--- src/rtl/tile_fetch.sv ---
// Instruction fetch stage for a mesh tile: 32-entry program store, 5-bit PC,
// valid/ready output with pre-split opcode/location/word fields and jump flush.
module tile_fetch #(
  parameter int PROG_DEPTH = 32
) (
  input  logic        clk,
  input  logic        nrst,
  input  logic        load_en,
  input  logic [4:0]  load_addr,
  input  logic [14:0] load_data,
  input  logic [4:0]  prog_last,
  input  logic        run,
  input  logic        jump_valid,
  input  logic [4:0]  jump_addr,
  output logic        out_valid,
  input  logic        out_ready,
  output logic [14:0] out_instr,
  output logic [3:0]  out_opcode,
  output logic [2:0]  out_location,
  output logic [7:0]  out_word,
  output logic [4:0]  out_pc
);

  typedef enum logic {IDLE, RUN} state_t;

  localparam logic [4:0] LAST_IDX = 5'(PROG_DEPTH - 1);

  state_t      state, state_nxt;
  logic [14:0] mem [PROG_DEPTH];
  logic [4:0]  pc;
  logic [4:0]  pc_nxt;
  logic [14:0] rd_data;
  logic        fire;
  logic        wr_en;

  function automatic logic [4:0] next_pc(input logic [4:0] cur, input logic [4:0] last);
    if (cur == last || cur == LAST_IDX) return 5'd0;
    return cur + 5'd1;
  endfunction

  // Out-of-range reads (possible via jump when PROG_DEPTH < 32) return a zero word.
  always_comb begin
    rd_data = '0;
    if (int'(pc) < PROG_DEPTH) rd_data = mem[pc];
  end

  assign fire   = (state == RUN) && run && !jump_valid && (!out_valid || out_ready);
  assign wr_en  = (state == IDLE) && load_en && (int'(load_addr) < PROG_DEPTH);
  assign pc_nxt = next_pc(pc, prog_last);

  always_comb begin
    state_nxt = state;
    case (state)
      IDLE: if (run && !load_en) state_nxt = RUN;
      RUN:  if (!run) state_nxt = IDLE;
      default: state_nxt = IDLE;
    endcase
  end

  always_ff @(posedge clk or posedge nrst) begin
    if (nrst) begin
      state <= IDLE;
    end else begin
      state <= state_nxt;
    end
  end

  always_ff @(posedge clk or posedge nrst) begin
    if (nrst) begin
      for (int i = 0; i < PROG_DEPTH; i++) mem[i] <= '0;
    end else if (wr_en) begin
      mem[load_addr] <= load_data;
    end
  end

  // Fetch stage boundary: PC and the registered output slot.
  always_ff @(posedge clk or posedge nrst) begin
    if (nrst) begin
      pc        <= '0;
      out_valid <= 1'b0;
      out_instr <= '0;
      out_pc    <= '0;
    end else if (jump_valid) begin
      pc        <= jump_addr;
      out_valid <= 1'b0;
    end else if (fire) begin
      out_instr <= rd_data;
      out_pc    <= pc;
      out_valid <= 1'b1;
      pc        <= pc_nxt;
    end else if (out_valid && out_ready) begin
      out_valid <= 1'b0;
    end
  end

  assign out_opcode   = out_instr[14:11];
  assign out_location = out_instr[10:8];
  assign out_word     = out_instr[7:0];

endmodule

--- config.mk ---
export PLATFORM = sky130hd
export DESIGN_NAME = tile_fetch
export DESIGN_NICKNAME = d
export VERILOG_FILES = /design/src/rtl/tile_fetch.sv
export SDC_FILE = /design/constraint.sdc
export NUM_CORES = 1
export LEC_CHECK = 0
export BUFFER_PORTS_ARGS = -buffer_cell sky130_fd_sc_hd__clkbuf_2
export CORE_MARGIN = 2
export CORE_UTILIZATION = 60
export DETAILED_ROUTE_END_ITERATION = 10
export HOLD_SLACK_MARGIN = 0.1
export PLACE_DENSITY = 0.77
export SYNTH_ARGS = -nofsm -noshare
export SYNTH_HDL_FRONTEND = slang
export SYNTH_SLANG_ARGS = --single-unit
--- constraint.sdc ---
create_clock -name clk -period 21.5 [get_ports clk]
set_clock_uncertainty 0.15 [all_clocks]
set_input_delay 1.075 -clock clk [delete_from_list [all_inputs] [get_ports clk]]
set_output_delay 1.075 -clock clk [all_outputs]
set_load 0.005 [all_outputs]
# Word-level counts from Yosys, hierarchy flattened
# Cells that the tools add are included.
dict set report classes {
  add_sub_neg 1
  n_mux 17
  n_reduce_logical 15
  bitwise 4
  n_eq_ne 2
  order_cmp 3
}
# op n
set op_table {}
lappend op_table {{$bwmux W480} 1}
lappend op_table {{$bmux W15 S5} 1}
lappend op_table {{$demux W15 S5} 1}
lappend op_table {{$mux W15} 3}
lappend op_table {{$mux W5} 4}
lappend op_table {{$ge A6 B6 Y1 const B} 2}
lappend op_table {{$not A5 Y6} 2}
lappend op_table {{$logic_and A1 B1 Y1} 7}
lappend op_table {{$lt A6 B1 Y1 const B} 1}
lappend op_table {{$mux W1} 6}
lappend op_table {{$add A5 B1 Y5 const B} 1}
lappend op_table {{$eq A5 B5 Y1} 1}
lappend op_table {{$eq A5 B5 Y1 const B} 1}
lappend op_table {{$logic_not A1 Y1} 3}
lappend op_table {{$reduce_bool A3 Y1} 1}
lappend op_table {{$logic_or A1 B1 Y1} 2}
lappend op_table {{$not A1 Y1} 2}
lappend op_table {{$pmux W1 S2} 1}
lappend op_table {{$reduce_and A2 Y1} 1}
lappend op_table {{$reduce_bool A2 Y1} 1}
dict set report totals {
  register_bits 507
}

# Logic depth before layout (Yosys ltp)
dict set report logic_depth {
  ltp_word 6
  depth_mapped 9
}

# Worst setup path after synthesis
# OpenSTA, ideal clock, no wires.
dict set report synth_path {
  path_kind {input to register}
  from {input port load_addr[0]}
  to {register mem[105] (netlist bit)}
  stages 4
  setup_slack_ns 18.892
  setup_ns 0.125
  arrival_time_ns 2.333
  path_cell_list {or3_1 > nor2_4 > buf_4 > mux2_2}
}
dict set report synth_between {
  elab_chain_len 6
  word_cells_on_any_way 7
  cone_classes {order compare (2); mux (3); bitwise (1); reduce/logical (1)}
}
# item line_no
set synth_rtl {}
lappend synth_rtl {{start, declared} 9} ;# input logic [4:0] load_addr,
lappend synth_rtl {{$not A5 Y6 (implied by the code) (*)} 72} ;# mem[load_addr] <= load_data;
lappend synth_rtl {{$ge A6 B6 Y1 (implied by the code) or $lt A6 B1 Y1 (tied branches)} 72}
lappend synth_rtl {{$logic_and A1 B1 Y1 (implied by the code)} 72}
lappend synth_rtl {{$mux W15 (implied by the code)} 72}
lappend synth_rtl {{$demux W15 S5 (*)} 72}
lappend synth_rtl {{$bwmux W480 (*)} 72}
lappend synth_rtl {{end signal, assigned by index} 72}
lappend synth_rtl {{end, declared} 29} ;# logic [14:0] mem [PROG_DEPTH];
# Mark *: on every way between the ends. The rest lies on a longest branch, timed or not.
# A chain may end at the register's enable or synchronous reset.

# Worst setup path after layout
dict set report layout_path {
  from {register pc[0]}
  to {register out_instr[2]}
}
dict set report layout_between {
  elab_chain_len 4
}
# item line_no
set layout_rtl {}
lappend layout_rtl {{start, declared} 30} ;# logic [4:0] pc;
lappend layout_rtl {{start signal, assigned} 84} ;# pc <= jump_addr;
lappend layout_rtl {{start signal, assigned} 90} ;# pc <= pc_nxt;
lappend layout_rtl {{$not A5 Y6 (implied by the code)} 44} ;# if (int'(pc) < PROG_DEPTH) rd_data = mem[pc];
lappend layout_rtl {{$bmux W15 S5} 44}
lappend layout_rtl {{$mux W15 (implied by the code) (2 in a row)} 44}
lappend layout_rtl {{end signal, assigned} 87} ;# out_instr <= rd_data;
lappend layout_rtl {{end, declared} 17} ;# output logic [14:0] out_instr,
# Every way passes these cells. The select of a mux whose other input is x is not followed.

==> flow_summary.yaml <==
floorplanning:
  design.die.area_sq_um: 40300
  die_h_um: 201
  fp-row-count: 72
  top_level_ports: 72
  effective_utilization_at_floorplan_pct: 60.5
  die_width_um: 201
  fp.coreArea_sq_um: 38400
routing:
  drc: 0
  aggregate_routed_wire_length_mm: 52.9
  wl_per_cell_um: 25.1
  detail_route.first_pass.iterations: 8
  via_per_inst: 6.37
  routed-via-count: 13400
  dr.first_iter.drc_count: 1077
  ant_nets: 0
critical_path:
  crit_fanout: 55
  worst_setup_path_category: "reg2reg"
  critical_path.startpoint_type: "flip-flop"
  cp_data_required_time_ns: 21.75
  arrival_ns: 5.06
  end_kind: "flip-flop"
cells_and_area:
  drive_gt1_share_pct: 47.3
  layout.filler_cells: 2797
  flip_flop_and_latch_area_sq_um: 12700
  multi_input_comb_area_sq_um: 9740
  mostFrequentLayoutCells: "sky130_fd_sc_hd__dfrtp_1 (505), sky130_fd_sc_hd__mux2_2 (485), sky130_fd_sc_hd__mux2i_1 (112)"
  finish.instance_area_sq_um: 25300
  flow.area_growth_from_synthesis_pct: 9.13
  commonest_non_fill_non_tap_cell_in_the_layout: "sky130_fd_sc_hd__dfrtp_1"
  final_nets: 1594
sta:
  tns_ns: 0
  setup_viol_count_final: 0
  final_period_minus_worst_setup_slack_ns: 4.82
  finalHoldViolations: 0
  min_period_over_period_pct: 22.4
  relSlewSlack_pct: 10.8
  upper_clock_frequency_limit_ghz: 0.208
  slew_viol_final: 0
  worst-slew-pin-transition_ns: 1.34
  grt_setup_unrepaired: "no"
global_route:
  initial_antenna_violation_count: 4
  via_count_of_the_first_global_routing_pass: 14200
  grt_util_met1_pct: 37.6
  busiest_layer: "met2"
  grt_start_max_net_pins: 139
  globalRouteOverflowTotal: 0
  globalRouteMet2Util_pct: 43.7
  use_met3_pct: 4.56
  wire_length_of_the_first_global_routing_pass_mm: 84.1
  globalRouteTotalUtil_pct: 27.2
clock_tree:
  clock_slew_seen_by_the_registers_of_the_worst_setup_and_hold_paths_ns: 0.06
  clock_tree.buffer_depth: 3
  post-cts-setup-buffer-count: 0
  post_cts_hold_buffers: 0
  post_cts_resize_count: 0
  cts_tree: "done"
  cts-buffers-inserted: 52
  cts_num_sinks: 507
  htree_num_levels: 2
  clk_root_buffer_cell: "sky130_fd_sc_hd__clkbuf_16"
  worstSkewPairLatency_ns: 0.58
yosys:
  synth_top_area_share_pct: 54.7
  yosysTopAreaCell: "sky130_fd_sc_hd__dfrtp_1"
  post_synth_inst_count: 1553
  asyncSetResetFlopFracSynth_pct: 100
  synth-seq-cells: 507
  synth-seq-area-share_pct: 54.7
  synth.avg_cell_area_sq_um: 14.9
  ys_types: 43
  ys_warn_count: 0
  mappedNetlistNets: 1591
  post_synth_main_area_contributors: "sky130_fd_sc_hd__dfrtp_1 (55%), sky130_fd_sc_hd__mux2_2 (24%), sky130_fd_sc_hd__mux4_2 (6.2%), sky130_fd_sc_hd__mux2i_1 (4.8%), sky130_fd_sc_hd__a22o_1 (1.8%)"
  yosys_most_used_dff: "sky130_fd_sc_hd__dfrtp_1"
  syn_area_sq_um: 23200
  synth_edf_count: 0
power_and_ir_drop:
  leakagePower_nw: 11.8
  p_total_w: 0.00253
  power-per-cell-area_nw_per_um2: 99.8
  peakVddDrop_mv: 0.0700
placed_design:
  hpwlAfterDp_mm: 30.7
  globalplace.congestion: 0.805
  io_buffer_count: 71
  placed_area_sq_um: 23700
flow_run:
  cap_violations: 0
status:
  outcome: "completed"
worst_hold_path:
  hold_class: "reg2reg"
[flip-flops by register name (all words and copies together), names as in the netlist]
signal	count
out_instr	15
pc	5
out_valid	1
state	1
out_pc	5
mem	480
[cells in the mapped netlist (4+ instances only)]
master / n
sky130_fd_sc_hd__a21oi_1: 4
sky130_fd_sc_hd__a221oi_1: 25
sky130_fd_sc_hd__a222oi_1: 14
sky130_fd_sc_hd__a22o_1: 49
sky130_fd_sc_hd__a22oi_1: 15
sky130_fd_sc_hd__and2_1: 5
sky130_fd_sc_hd__buf_2: 42
sky130_fd_sc_hd__buf_4: 27
sky130_fd_sc_hd__buf_6: 12
sky130_fd_sc_hd__clkbuf_1: 68
sky130_fd_sc_hd__dfrtp_1: 507
sky130_fd_sc_hd__mux2_2: 485
sky130_fd_sc_hd__mux2i_1: 112
sky130_fd_sc_hd__mux4_2: 64
sky130_fd_sc_hd__nand2_1: 11
sky130_fd_sc_hd__nand2_2: 13
sky130_fd_sc_hd__nand3_1: 6
sky130_fd_sc_hd__nand3b_1: 5
sky130_fd_sc_hd__nor2_1: 29
sky130_fd_sc_hd__nor2_4: 4
sky130_fd_sc_hd__nor2b_1: 7
sky130_fd_sc_hd__o21ai_0: 12
[per-stage QoR]
| stage | utilization, % | setup WS, ns | hold slack [ns] | std cells |
|---|---|---|---|---|
| after floorplan | - | 6.12 | 0.309 | 1553 |
| after global placement | 61.6 | 16.68 | 0.326 | 2020 |
| after detailed placement | 61.6 | 16.61 | 0.336 | 2020 |
| after CTS | 66.0 | 16.62 | 0.349 | 2110 |
| after global routing | 66.0 | 16.27 | 0.355 | 2112 |
| final | 66.0 | 16.68 | 0.349 | 2112 |
[logic make-up after synthesis]
| family | synth area share [%] |
|---|---|
| AO/OA/AOI/OAI | 4.53 |
| XOR/XNOR | 0.189 |
| adder cells (fa/ha/maj) | 0.108 |
| buffers and inverters | 3.51 |
| flip-flops | 54.7 |
| multiplexers | 34.6 |
| AND/OR/NAND/NOR | 2.39 |
[layout make-up]
class | instances | area share, %
clock inverter | 12 | 0.657
antenna | 2 | 0.0198
clock buffer | 78 | 5.92
timing repair buffer | 98 | 2.20
inverter | 3 | 0.0741
multi-input combinational | 894 | 38.4
sequential | 507 | 50.1
tap | 518 | 2.56
[metal layers]
| layer | vias to the layer above | part of all wire (%) | wire [um] |
|---|---|---|---|
| met5 | - | 0 | 0 |
| met2 | 380 | 48 | 25400 |
| met1 | 7179 | 44 | 23000 |
| met4 | 0 | 3.2 | 1690 |
| met3 | 108 | 5.3 | 2810 |
| li1 | 5776 | - | - |
[worst paths after layout]
path | start | end | slack [ns] | depth (start not counted)
worst min-delay path | mem[375] | mem[375] | 0.35 | 1
min in group asynchronous | nrst | mem[118] | 0.53 | 2
worst max register to register | pc[0] | out_instr[2] | 16.68 | 8
max in group asynchronous | nrst | mem[360] | 18.04 | 4
worst max-delay path | pc[0] | out_instr[2] | 16.68 | 8
worst min register to register | mem[375] | mem[375] | 0.35 | 1
[critical path: stages, from the launching register on]
cell,delay [ns]
sky130_fd_sc_hd__dfrtp_4,0.89
sky130_fd_sc_hd__buf_4,0.75
sky130_fd_sc_hd__buf_4,0.95
sky130_fd_sc_hd__buf_4,0.82
sky130_fd_sc_hd__mux2i_1,0.28
sky130_fd_sc_hd__a22o_1,0.16
sky130_fd_sc_hd__a221oi_1,0.06
sky130_fd_sc_hd__a222oi_1,0.34
sky130_fd_sc_hd__o21ai_0,0.15
[power by group]
part           internal, W  leakage (nW)  switching (W)
clock network     0.000527         0.821       0.000363
registers          0.00112          6.62      0.0000972
logic             0.000238          4.35       0.000184
(Power assumes the default switching activity.)
